--- src/rtl/dac_ltc2624_pkg.sv ---
// Shared constants, state encoding and frame packing for the LTC2624 DAC driver.
package dac_ltc2624_pkg;

  localparam logic [3:0] CMD_WRITE        = 4'b0000;
  localparam logic [3:0] CMD_UPDATE       = 4'b0001;
  localparam logic [3:0] CMD_WRITE_UPDATE = 4'b0011;
  localparam logic [3:0] CMD_POWER_DOWN   = 4'b0100;
  localparam logic [3:0] CMD_NOP          = 4'b1111;

  localparam logic [3:0] ADDR_A   = 4'h0;
  localparam logic [3:0] ADDR_B   = 4'h1;
  localparam logic [3:0] ADDR_C   = 4'h2;
  localparam logic [3:0] ADDR_D   = 4'h3;
  localparam logic [3:0] ADDR_ALL = 4'hF;

  localparam int FRAME_BITS = 32;

  typedef enum logic [2:0] {
    ST_IDLE    = 3'd0,
    ST_SETUP   = 3'd1,
    ST_SHIFT   = 3'd2,
    ST_HOLD    = 3'd3,
    ST_RECOVER = 3'd4
  } state_e;

  function automatic logic [FRAME_BITS-1:0] build_frame(input logic [3:0]  cmd,
                                                         input logic [3:0]  addr,
                                                         input logic [11:0] data);
    return {8'h00, cmd, addr, data, 4'h0};
  endfunction

endpackage

--- src/rtl/dac_ltc2624_if.sv ---
// Sample request handshake plus the DAC pin bundle, as seen by the capture logic and the driver.
interface dac_ltc2624_if;
  logic        start;
  logic [11:0] data;
  logic [3:0]  addr;
  logic [3:0]  cmd;
  logic        busy;
  logic        done;
  logic        DAC_CS;
  logic        sck;
  logic        DAC_MOSI;
  logic        DAC_CLR;

  modport master (
    output start, data, addr, cmd,
    input  busy, done, DAC_CS, sck, DAC_MOSI, DAC_CLR
  );

  modport slave (
    input  start, data, addr, cmd,
    output busy, done, DAC_CS, sck, DAC_MOSI, DAC_CLR
  );
endinterface

--- src/rtl/dac_ltc2624_driver_spi_half_period_timer.sv ---
// Down-counter producing a one-cycle tick at the end of every CLK_DIV-cycle half-period.
module spi_half_period_timer #(
  parameter int CLK_DIV = 2
) (
  input  logic clock_in,
  input  logic rst_n,
  input  logic restart_i,
  output logic tick_o
);
  localparam int CW = $clog2(CLK_DIV) + 1;
  localparam logic [CW-1:0] RELOAD = CW'(CLK_DIV - 1);

  logic [CW-1:0] cnt_q;

  assign tick_o = (cnt_q == '0);

  always_ff @(posedge clock_in) begin
    if (!rst_n || restart_i) begin
      cnt_q <= RELOAD;
    end else if (cnt_q == '0) begin
      cnt_q <= RELOAD;
    end else begin
      cnt_q <= cnt_q - 1'b1;
    end
  end
endmodule

--- src/rtl/dac_ltc2624_driver.sv ---
// SPI master sending one 32-bit LTC2624 frame per accepted start; owns DAC_CLR.
//   state      | meaning
//   ST_IDLE    | CS high, waiting for start
//   ST_SETUP   | CS low, bit 31 on MOSI, sck low for N cycles
//   ST_SHIFT   | 32 sck periods, data changes on falling sck
//   ST_HOLD    | CS low, sck low, MOSI low for N cycles
//   ST_RECOVER | CS high for N cycles, done in first cycle
module dac_ltc2624_driver
  import dac_ltc2624_pkg::*;
#(
  parameter int CLK_DIV    = 2,
  parameter int FRAME_BITS = 32
) (
  input  logic         clock_in,
  input  logic         rst_n,
  dac_ltc2624_if.slave bus
);
  state_e                state_q;
  logic [FRAME_BITS-1:0] shreg_q;
  logic [FRAME_BITS-1:0] frame_in;
  logic [4:0]            bit_cnt_q;
  logic                  cs_q, sck_q, mosi_q, busy_q, done_q, clr_q;
  logic                  tick;
  logic                  restart;

  // Idle keeps the timer loaded so the first half-period after start is exactly N cycles.
  assign restart  = (state_q == ST_IDLE);
  assign frame_in = build_frame(bus.cmd, bus.addr, bus.data);

  spi_half_period_timer #(.CLK_DIV(CLK_DIV)) u_timer (
    .clock_in  (clock_in),
    .rst_n     (rst_n),
    .restart_i (restart),
    .tick_o    (tick)
  );

  always_ff @(posedge clock_in) begin
    if (!rst_n) begin
      state_q   <= ST_IDLE;
      shreg_q   <= '0;
      bit_cnt_q <= '0;
      cs_q      <= 1'b1;
      sck_q     <= 1'b0;
      mosi_q    <= 1'b0;
      busy_q    <= 1'b0;
      done_q    <= 1'b0;
      clr_q     <= 1'b0;
    end else begin
      clr_q  <= 1'b1;
      done_q <= 1'b0;
      case (state_q)
        ST_IDLE: begin
          if (bus.start) begin
            shreg_q <= frame_in;
            mosi_q  <= frame_in[FRAME_BITS-1];
            cs_q    <= 1'b0;
            busy_q  <= 1'b1;
            state_q <= ST_SETUP;
          end
        end
        ST_SETUP: begin
          if (tick) begin
            sck_q     <= 1'b1;
            bit_cnt_q <= '0;
            state_q   <= ST_SHIFT;
          end
        end
        ST_SHIFT: begin
          if (tick) begin
            if (sck_q) begin
              sck_q   <= 1'b0;
              shreg_q <= {shreg_q[FRAME_BITS-2:0], 1'b0};
              mosi_q  <= shreg_q[FRAME_BITS-2];
            end else if (bit_cnt_q == 5'(FRAME_BITS - 1)) begin
              mosi_q  <= 1'b0;
              state_q <= ST_HOLD;
            end else begin
              sck_q     <= 1'b1;
              bit_cnt_q <= bit_cnt_q + 1'b1;
            end
          end
        end
        ST_HOLD: begin
          if (tick) begin
            cs_q    <= 1'b1;
            done_q  <= 1'b1;
            state_q <= ST_RECOVER;
          end
        end
        ST_RECOVER: begin
          if (tick) begin
            busy_q  <= 1'b0;
            state_q <= ST_IDLE;
          end
        end
        default: state_q <= ST_IDLE;
      endcase
    end
  end

  assign bus.busy     = busy_q;
  assign bus.done     = done_q;
  assign bus.DAC_CS   = cs_q;
  assign bus.sck      = sck_q;
  assign bus.DAC_MOSI = mosi_q;
  assign bus.DAC_CLR  = clr_q;
endmodule

--- src/flat_wrapper.sv ---
// flat-port wrapper written by rule: the top's interface ports become plain ports
module dac_ltc2624_driver_flat import dac_ltc2624_pkg::*;
#(
  parameter int CLK_DIV    = 2,
  parameter int FRAME_BITS = 32
)
  (clock_in, rst_n, bus_start, bus_data, bus_addr, bus_cmd, bus_busy, bus_done, bus_DAC_CS, bus_sck, bus_DAC_MOSI, bus_DAC_CLR);
  dac_ltc2624_if bus_i ();
  input  logic clock_in;
  input  logic rst_n;
  input wire logic [$bits(bus_i.start)-1:0] bus_start;
  input wire logic [$bits(bus_i.data)-1:0] bus_data;
  input wire logic [$bits(bus_i.addr)-1:0] bus_addr;
  input wire logic [$bits(bus_i.cmd)-1:0] bus_cmd;
  output wire logic [$bits(bus_i.busy)-1:0] bus_busy;
  output wire logic [$bits(bus_i.done)-1:0] bus_done;
  output wire logic [$bits(bus_i.DAC_CS)-1:0] bus_DAC_CS;
  output wire logic [$bits(bus_i.sck)-1:0] bus_sck;
  output wire logic [$bits(bus_i.DAC_MOSI)-1:0] bus_DAC_MOSI;
  output wire logic [$bits(bus_i.DAC_CLR)-1:0] bus_DAC_CLR;
  assign bus_i.start = bus_start;
  assign bus_i.data = bus_data;
  assign bus_i.addr = bus_addr;
  assign bus_i.cmd = bus_cmd;
  assign bus_busy = bus_i.busy;
  assign bus_done = bus_i.done;
  assign bus_DAC_CS = bus_i.DAC_CS;
  assign bus_sck = bus_i.sck;
  assign bus_DAC_MOSI = bus_i.DAC_MOSI;
  assign bus_DAC_CLR = bus_i.DAC_CLR;
  dac_ltc2624_driver #(.CLK_DIV(CLK_DIV), .FRAME_BITS(FRAME_BITS)) u_core (.clock_in(clock_in), .rst_n(rst_n), .bus(bus_i));
endmodule
--- config.mk ---
export PLATFORM = sky130hd
export DESIGN_NAME = dac_ltc2624_driver_flat
export DESIGN_NICKNAME = d
export VERILOG_FILES = /design/src/rtl/dac_ltc2624_pkg.sv /design/src/rtl/dac_ltc2624_if.sv /design/src/rtl/dac_ltc2624_driver_spi_half_period_timer.sv /design/src/rtl/dac_ltc2624_driver.sv /design/src/flat_wrapper.sv
export SDC_FILE = /design/constraint.sdc
export NUM_CORES = 1
export LEC_CHECK = 0
export CAP_MARGIN = 20
export CELL_PAD_IN_SITES_DETAIL_PLACEMENT = 1
export CELL_PAD_IN_SITES_GLOBAL_PLACEMENT = 2
export CORE_MARGIN = 1.5
export CORE_UTILIZATION = 31
export CTS_CLUSTER_SIZE = 24
export DETAILED_ROUTE_END_ITERATION = 10
export PLACE_DENSITY = 0.81
export SETUP_SLACK_MARGIN = 0.4
export SLEW_MARGIN = 20
export SYNTH_ARGS = -nofsm -noshare
export SYNTH_HDL_FRONTEND = slang
export SYNTH_SLANG_ARGS = --single-unit
--- constraint.sdc ---
create_clock -name clock_in -period 1.57 [get_ports clock_in]
set_input_delay 0.314 -clock clock_in [delete_from_list [all_inputs] [get_ports clock_in]]
set_output_delay 0.314 -clock clock_in [all_outputs]
set_load 0.03 [all_outputs]
# --- Word-level counts from Yosys, hierarchy flattened ---
# Index checks and enable logic that the tools add are counted.
op_classes:
  n_addsub: 2
  multipliers: 0
  div_mod_pow: 0
  n_lt_le_gt_ge: 0
  n_eq_ne: 15
  shift: 0
  muxes: 33
  bitwise: 0
  reduce_logical: 17
op_table:
  columns: ["cell", "n"]
  rows:
  - ["$mux W31", 3]
  - ["$pmux W31 S2", 1]
  - ["$mux W3", 7]
  - ["$mux W5", 4]
  - ["$pmux W3 S5", 1]
  - ["$mux W1", 12]
  - ["$ne A2 B1 Y1 const B", 6]
  - ["$pmux W5 S2", 1]
  - ["$reduce_and A3 Y1", 3]
  - ["$pmux W1 S2", 4]
  - ["$reduce_and A4 Y1", 2]
  - ["$reduce_bool A2 Y1", 4]
  - ["$reduce_and A7 Y1", 1]
  - ["$eq A3 B2 Y1 const B", 2]
  - ["$ne A2 B2 Y1 const B", 3]
  - ["$add A5 B1 Y5 const B", 1]
  - ["$eq A5 B5 Y1 const B", 1]
  - ["$reduce_and A5 Y1", 1]
  - ["$eq A3 B1 Y1 const B", 1]
  - ["$eq A3 B3 Y1 const B", 1]
  - ["$logic_not A3 Y1", 1]
  - ["$ne A3 B1 Y1 const B", 1]
  - ["$logic_not A2 Y1", 1]
  - ["$reduce_and A2 Y1", 1]
  - ["other kinds (4)", 4]
totals:
  register_bits: 47
  latchBits: 0
  mem_bits_rw: 0
  rom_bits: 0
  elab_cells: 77
  mem_count: 0

# --- Longest topological paths before layout ---
# Gate-level depths: netlist of run 1.
depth:
  ltp_word: 5
  mapped_depth: 6
  mapped_depth_nobuf: 6

# --- Cells and area by module ---
# From an unflattened synthesis of run 1, not the netlist that was laid out.
hier_totals:
  hier_cells: 236
  area_unflattened_um2: 2225.9
by_module_without_submodules:
  columns: ["mod", "n_inst", "cells_per_inst", "area_each_um2"]
  rows:
  - ["dac_ltc2624_driver", 1, 229, 2139.6]
  - ["spi_half_period_timer", 1, 7, 86.3]

# --- Least setup slack after synthesis of run 1 ---
# OpenSTA, ideal clock, no wires.
synth_path:
  path_type: "reg-to-reg"
  start: "register u_core.sck_q, in the netlist u_core.bus.sck"
  end: "register u_core.shreg_q[12]"
  t_arrival_ns: 1.567
  required_time_ns: 1.418
  slack_ns: -0.149
  stages_incl_launch_ff: 6
  n_path_buf: 2
  synth_period_minus_slack_ns: 1.719
  path_cell_list: "dfxtp_1 > clkbuf_1 > nand3_1 > a21boi_4 > buf_4 > a221oi_2"
synth_between:
  elab_chain_cells: 2
synth_rtl:
  columns: ["element", "line_no", "source"]
  rows:
  - ["from (decl)", "dac_ltc2624_driver.sv:22", "logic cs_q, sck_q, mosi_q, busy_q, done_q, clr_q;"]
  - ["from (signal assigned)", "dac_ltc2624_driver.sv:43", "sck_q <= 1'b0;"]
  - ["from (signal assigned)", "dac_ltc2624_driver.sv:63", "sck_q <= 1'b1;"]
  - ["from (signal assigned)", "dac_ltc2624_driver.sv:71", "sck_q <= 1'b0;"]
  - ["$ne A2 B1 Y1 (no source line)", null, null]
  - ["$reduce_and A4 Y1 (no source line)", null, null]
  - ["to (signal assigned)", "dac_ltc2624_driver.sv:54", "shreg_q <= frame_in;"]
  - ["to (signal assigned)", "dac_ltc2624_driver.sv:72", "shreg_q <= {shreg_q[FRAME_BITS-2:0], 1'b0};"]
  - ["to (decl)", "dac_ltc2624_driver.sv:19", "logic [FRAME_BITS-1:0] shreg_q;"]
# No other way between the ends.
# A chain may end at the register's enable or synchronous reset.

# --- Worst setup path in the final report of run 1 ---
layout_path:
  start: "register u_core.state_q[0]"
  end: "register u_core.shreg_q[30]"
layout_between:
  elab_chain_cells: 3
layout_rtl:
  columns: ["element", "line_no", "source"]
  rows:
  - ["from (decl)", "dac_ltc2624_driver.sv:18", "state_e state_q;"]
  - ["from (signal assigned)", "dac_ltc2624_driver.sv:39", "state_q <= ST_IDLE;"]
  - ["from (signal assigned)", "dac_ltc2624_driver.sv:58", "state_q <= ST_SETUP;"]
  - ["from (signal assigned)", "dac_ltc2624_driver.sv:65", "state_q <= ST_SHIFT;"]
  - ["$eq A3 B2 Y1 or $logic_not A3 Y1 (tied branches)", "dac_ltc2624_driver.sv:51", "case (state_q)"]
  - ["$ne A2 B1 Y1 (no source line) (tied with other cells)", null, null]
  - ["$reduce_and A4 Y1 (no source line)", null, null]
# Parallel ways exist; a longest one is shown, timed or not.

==> results of run 1 <==
## sequential cells by signal (all words and copies together) (netlist names)
register	flops
u_core.bus.done	1
u_core.bit_cnt_q	5
u_core.bus.sck	1
u_core.bus.DAC_CLR	1
u_core.bus.DAC_MOSI	1
u_core.bus.busy	1
u_core.shreg_q	27
u_core.bus.DAC_CS	1
u_core.state_q	3
u_core.u_timer.cnt_q	2
## worst reg2reg max path: stages (launching register included)
cell and delay (ps):
dfxtp_4 390, buf_6 120, buf_6 110, nor2_4 120, a21boi_4 320, buf_12 180
mux2i_1 270
## worst paths after layout
| kind | endpoint | start | slack (ps) |
|---|---|---|---|
| min reg2reg | u_core.shreg_q[26]$_SDFFE_PN0P_ | u_core.shreg_q[26]$_SDFFE_PN0P_ | 470 |
| max reg2reg | u_core.shreg_q[30]$_SDFFE_PN0P_ | u_core.state_q[0]$_SDFFE_PN0P_ | -20 |
| min | u_core.shreg_q[26]$_SDFFE_PN0P_ | u_core.shreg_q[26]$_SDFFE_PN0P_ | 470 |
| max | u_core.shreg_q[30]$_SDFFE_PN0P_ | u_core.state_q[0]$_SDFFE_PN0P_ | -20 |
## what timing repair did
action,CTS,global route
endpoints found under the setup margin,44,46
buffers inserted,16,10
cloned,5,1
gates resized for setup,67,73
pin swaps,15,26
## power by group through the flow
stage	Clock (µW)	Sequential (µW)	Combinational (µW)
final	887	1260	880
after global routing	961	1260	925
after CTS	880	1230	684
after detailed placement	0	1250	511
after global placement	0	1240	500
after floorplan	0	1240	339
## cell type report
class / instances / share of cell area, %
Timing Repair Buffer: 80 / 24.47
Multi-Input combinational cell: 147 / 44.64
Inverter: 4 / 0.4859
Clock buffer: 7 / 2.985
Sequential cell: 43 / 24.51
Clock inverter: 1 / 0.1388
Tap cell: 80 / 2.777
## cells in the final DEF (no fill, tap or decap), drive strengths merged, types with 2 or more instances in the layout
cell	count
dfxtp	43
nand2	18
nor2b	4
mux2i	28
inv	4
a211o	2
nand4b	2
ha	3
nor4b	3
buf	56
nor2	22
o21ai	2
nand3	11
clkbuf	9
nor3b	3
and3	2
clkdlybuf4s50	21
nand2b	2
a221oi	19
o21a	2
nor3	2
nand4	4
o31ai	2
## layer usage
layer | up-vias | wire length (µm) | global-route usage, %
met5 | - | 0 | 0
met1 | 960 | 3049 | 21.47
met3 | 13 | 216 | 3.714
met4 | 0 | 152 | 7.771
met2 | 29 | 3965 | 30.71
li1 | 923 | - | -
## through the flow
step / util [%] / setup TNS, ps / instances / setup WS, ps
after global routing: 53.35 / -383.7 / 362 / -71.66
after CTS: 47.87 / 0 / 351 / 31.68
after floorplan: - / 0 / 212 / 89.71
after global placement: 40.13 / -1711 / 322 / -85.15
final: 53.35 / -21.39 / 362 / -21.39
after detailed placement: 40.13 / -2482 / 322 / -119.1
## cells by family (layout without fill, tap and decap cells)
family	count (synthesis)	after routing	synth area share (%)
xor+xnor	1	1	0.4078
buf+inv	22	92	5.358
flops	43	43	40.07
simple gates	79	79	20.38
compound gates	36	36	18.99
mux	28	28	13.05
fa+ha+maj	3	3	1.747
==> results.yml, run 1 <==
timing:
  maxSlewViolCount: 0
  fin_crit_sh_pct: 101.4
  post-route-min-period_ps: 1591
  finalHoldViolCount: 0
  fmax_ghz: 0.6284
  layout_setup_ws_ps: -21.39
  worstMarginPinSlew_ps: 307.6
  holdWs_ps: 466.6
  slew_headroom_pct: 79.49
  rsz0062_at_grt: "true"
  skew_ps: 16.68
  setup_viol: 1
grt:
  overflow: 0
  grt_pass1_vias: 1968
  grt_max_degree: 33
  grt_pass1_wl_um: 9915
  track_usage_pct: 17.81
  antenna_found_initial: 0
final_layout:
  multiInputGateArea_mm2: 0.001609
  drive_gt1_share_pct: 53.55
  fillers: 701
  nets: 307
  regArea_um2: 883.3
  n_antenna_cell: 0
  design_area_mm2: 0.003605
  areaGrowthSynthToFinish_pct: 67.79
clock_tree:
  path_clk_slew_ps: 100
  clockBufferDepth: 2
  cts_made_buffers: 5
  ctsHtreeMaxLevel: 2
  clkLatencyLatePin_ps: 320
  cts_tree: "built"
  cts.sinks: 43
  root_buffer: "clkbuf_8"
  ctsHoldBuffers: 0
worst_setup_path:
  start_kind: "flop"
  crit_family: "buffers and inverters"
  cp_data_arrival_time_ps: 1820
  critPathSlowestCell: "dfxtp_4"
  cp.depth: 6
  path_common_cell: "buf_6"
  worstSetupPathType: "flop to flop"
  crit_chain: "buf_6 > buf_6 > nor2_4 > a21boi_4 > buf_12 > mux2i_1"
  worstPathMaxFanout: 8
  end_kind: "flop"
  reg2reg_depth: 6
  worst-path-buf-inv: 3
  critical_path.max_stage_delay_ps: 390
  required_ps: 1800
pwr:
  p_int_uw: 2097
  vdd_drop_max_mv: 0.4858
  power.share.sequential_pct: 41.6
  pwr_density_cell_mw_per_mm2: 838.6
  leakage_uw: 0.001300
  switching_share_pct: 30.63
  p_total_uw: 3023
  p_comb_share_pct: 29.1
  switching_power_uw: 925.7
  clock_power_share_pct: 29.3
place:
  gp_congestion: 0.7014
  hpwl_um: 3420
  portBuffers: 28
  post_dp_cell_area_mm2: 0.002711
routing:
  first_pass_iters: 4
  drt_iter0_markers: 64
  ant_nets: 0
  dr_total_vias: 1925
  routed_wl_um: 7382
  wire_per_inst_um: 20.39
  via_per_inst: 5.318
  drc_errors: 0
synth:
  synth_flop_cell: "dfxtp_1"
  synthDistinctLibCells: 47
  synth_nets: 238
  async_reset_ff_share_pct: 0
  yosys-top-cells-count: "dfxtp_1 (43), mux2i_1 (28), nor2_1 (21), nand2_1 (18), a221oi_2 (17)"
  yosysTopAreaCell: "dfxtp_1"
  netlist_area_mm2: 0.002148
  ys_warn_count: 0
  ys_seq_elements: 43
  synth.most_common_cell: "dfxtp_1"
  synth_top_area_share_pct: 40.07
  syn_avg_cell_area_um2: 10.13
  synth_edf_count: 0
  yosysSeqAreaShare_pct: 40.07
  syn-instance-count: 212
  netlist_top_cells_area: "dfxtp_1 (40%), mux2i_1 (13%), a221oi_2 (12%)"
min_path:
  whs_path_depth: 2
  hold_path_class: "flop to flop"
floorplanning:
  die_w_um: 86.25
  num_rows: 30
  ios: 29
  coreArea_mm2: 0.006756
  die_h_um: 86.25
  die-area_mm2: 0.007438
  start_util_pct: 31.80
outcome:
  violations: "setup timing"
  outcome: "finished with violations"
job:
  drv_cap: 0
(Power assumes the default switching activity.)
==> run 2, diff against run 1 <==
Settings changed: CAP_MARGIN 20 to not set.
==> results of run 2 <==
The final DEF is identical to that of run 1; final timing and power are the same.
==> run 3, diff against run 2 <==
Settings changed: ABC_AREA set to 1, CORE_UTILIZATION 31 to 26, PLACE_DENSITY 0.81 to 0.8.
==> run 3 against run 2 <==
Flip-flop and latch count did not move. Worst hold slack got worse by 36 ps. Non-clock buffer count fell by 11. The flow now finishes without violations. Synthesized area fell by 2.6%.
==> results.yml, run 3 <==
final_layout:
  drive_gt1_share_pct: 37.83
  nets: 403
  fillers: 953
  regMostFlops: "u_core.shreg_q"
  n_antenna_cell: 0
  areaGrowthSynthToFinish_pct: 62.98
  final_common_cell: "nand2_1"
  fin_cells: 480
  regArea_um2: 882.1
  top_regs: "u_core.shreg_q x27, u_core.bit_cnt_q x5, u_core.state_q x3"
  final_cell_mix: "nand2_1 (53), nor2_1 (44), dfxtp_1 (34)"
  multiInputGateArea_mm2: 0.001398
  largest_reg_flops: 27
timing:
  fin_crit_sh_pct: 92.99
  setup_tns_ps: 0
  finalHoldViolCount: 0
  slew_headroom_pct: 82.78
  worstMarginPinSlew_ps: 255.6
  skew_ps: 5.725
  fmax_ghz: 0.6849
  rsz0062_at_grt: "true"
  setup_viol: 0
  post-route-min-period_ps: 1460
  holdWs_ps: 430.2
  maxSlewViolCount: 0
  layout_setup_ws_ps: 110.0
job:
  drv_cap: 0
grt:
  grt_pass1_vias: 2282
  track_usage_pct: 16.64
  antenna_found_initial: 0
  grt_pass1_wl_um: 11210
  overflow: 0
  grt_max_degree: 39
synth:
  yosysTopAreaCell: "dfxtp_1"
  synth_top_family_by_area: "simple AND/OR/NAND/NOR gates"
  synthMuxAreaShare_pct: 0
  ys_warn_count: 0
  netlist_top_cells_area: "dfxtp_1 (41%), nor2_1 (11%), nand2_1 (11%)"
  synth_flop_cell: "dfxtp_1"
  yosysSeqAreaShare_pct: 41.15
  synth_top_area_share_pct: 41.15
  netlist_area_mm2: 0.002092
  syn-instance-count: 314
  synth_xor_area_share_pct: 0
  yosys.area_share.simple_pct: 34.75
  synth.most_common_cell: "nor2_1"
  synthAdderAreaFrac_pct: 1.794
  async_reset_ff_share_pct: 0
  synth_edf_count: 0
  yosys-top-cells-count: "nor2_1 (63), nand2_1 (62), dfxtp_1 (43), inv_1 (32), nand3_1 (30)"
  ys_seq_elements: 43
  synth_nets: 340
  synthDistinctLibCells: 22
  syn_avg_cell_area_um2: 6.662
  synth_compound_area_share_pct: 11.72
worst_setup_path:
  r2r_slack_ps: 110
  start_kind: "flop"
  crit_family: "simple AND/OR/NAND/NOR gates"
  critPathSlowestCell: "dfxtp_4"
  critical_path.max_stage_delay_ps: 370
  r2r-start: "u_core.bit_cnt_q[0]$_SDFFE_PN0P_"
  required_ps: 1780
  worstPathMaxFanout: 5
  worstSetupPathType: "flop to flop"
  cp-startpoint: "u_core.bit_cnt_q[0]$_SDFFE_PN0P_"
  cp_data_arrival_time_ps: 1670
  end_kind: "flop"
  crit_chain: "ha_4 > nand2_2 > nor2_2 > ha_2 > inv_2 > nand2_4 > nand3_4 > nand3_4 > nor2_4 > nor2_1 > nor2_1"
  worst-path-buf-inv: 1
outcome:
  outcome: "finished, final reports clean"
routing:
  routed_wl_um: 6925
  drt_iter0_markers: 50
  drc_errors: 0
  first_pass_iters: 4
  ant_nets: 0
  via_per_inst: 4.677
  dr_total_vias: 2245
  wire_per_inst_um: 14.43
clock_tree:
  cts.sinks: 43
  root_buffer: "clkbuf_8"
  ctsHoldBuffers: 0
  ctsHtreeMaxLevel: 2
  cts_made_buffers: 5
  clkLatencyLatePin_ps: 300
  path_clk_slew_ps: 90
  clockBufferDepth: 2
  cts_tree: "built"
pwr:
  vdd_drop_max_mv: 0.4428
  leakage_uw: 0.001484
  pwr_density_cell_mw_per_mm2: 1451
  p_total_uw: 4948
floorplanning:
  start_util_pct: 26.93
  ios: 29
  die_h_um: 92.70
  coreArea_mm2: 0.007767
  die_w_um: 92.70
  num_rows: 32
  die-area_mm2: 0.008593
min_path:
  hold_path.startpoint: "u_core.u_timer.cnt_q[0]$_SDFF_PP1_"
  hold_path_class: "flop to flop"
place:
  place_ws_ps: 2.477
  hpwl_um: 3820
  portBuffers: 28
  placed_cells: 440
  gp_congestion: 0.7597
-- run 3: cell types whose count changed after synthesis, sizes merged, moves of 19 or more --
| cell | before | now |
|---|---|---|
| a221oi | 19 | 0 |
| inv | 4 | 35 |
| mux2i | 28 | 0 |
| nand2 | 18 | 64 |
| nand3 | 11 | 32 |
| nor2 | 22 | 65 |
| o21ai | 2 | 29 |
-- run 3: logic make-up (layout without fill, tap and decap cells) --
family | count (synthesis) | in the layout
compound gates | 46 | 46
fa+ha+maj | 3 | 3
buf+inv | 53 | 116
flops | 43 | 43
simple gates | 169 | 170
-- run 3: timing repair --
item / in CTS / in global routing
pin swaps: 31 / 28
setup buffers: 18 / 5
gates resized for setup: 87 / 71
endpoints found under the setup margin: 44 / 45
cloned: 6 / 3
-- run 3: per-layer routing --
layer	global-route usage (%)	part of all wire (%)	vias up
met5	0	0	-
met4	5.303	0.85	0
met1	19.85	43	1082
met2	30.09	53	24
li1	-	-	1133
met3	2.874	2.3	6
-- run 3: layout make-up --
type / instances / area share (%)
repair buffers: 69 / 21.61
multi-input cells: 219 / 40.99
repair inverters: 3 / 0.9908
clock buffers: 5 / 2.018
flip-flops and latches: 43 / 25.87
well taps: 102 / 3.743
inverters: 36 / 4.330
clock inverters: 3 / 0.4404
-- run 3: power by group --
group / total [µW] / leakage, µW / internal (µW) / switching [µW]
registers: 1560 / 0.000357 / 1390 / 164
clock network: 725 / 0.0000477 / 306 / 420
logic: 2660 / 0.00108 / 1140 / 1520
total: 4950 / 0.00148 / 2840 / 2110
-- run 3: final timing paths --
check	endpoint	depth (start not counted)
worst min-delay path	u_core.u_timer.cnt_q[0]$_SDFF_PP1_	1
worst max-delay path	u_core.bit_cnt_q[2]$_SDFFE_PN0P_	11
worst max register to register	u_core.bit_cnt_q[2]$_SDFFE_PN0P_	11
worst min register to register	u_core.u_timer.cnt_q[0]$_SDFF_PP1_	1
-- run 3: worst register-to-register path: stages (launching register included) --
cell and delay [ps]:
dfxtp_4 370, ha_4 130, nand2_2 50, nor2_2 90, ha_2 200, inv_2 50, nand2_4 70, nand3_4 110
nand3_4 130, nor2_4 40, nor2_1 90, nor2_1 40
-- run 3: through the flow --
stage,instance area (µm²),util (%)
final,3410,43.90
after global routing,3410,43.90
after CTS,3102,39.93
after detailed placement,2636,33.94
after global placement,2636,33.94
after floorplan,2232,-
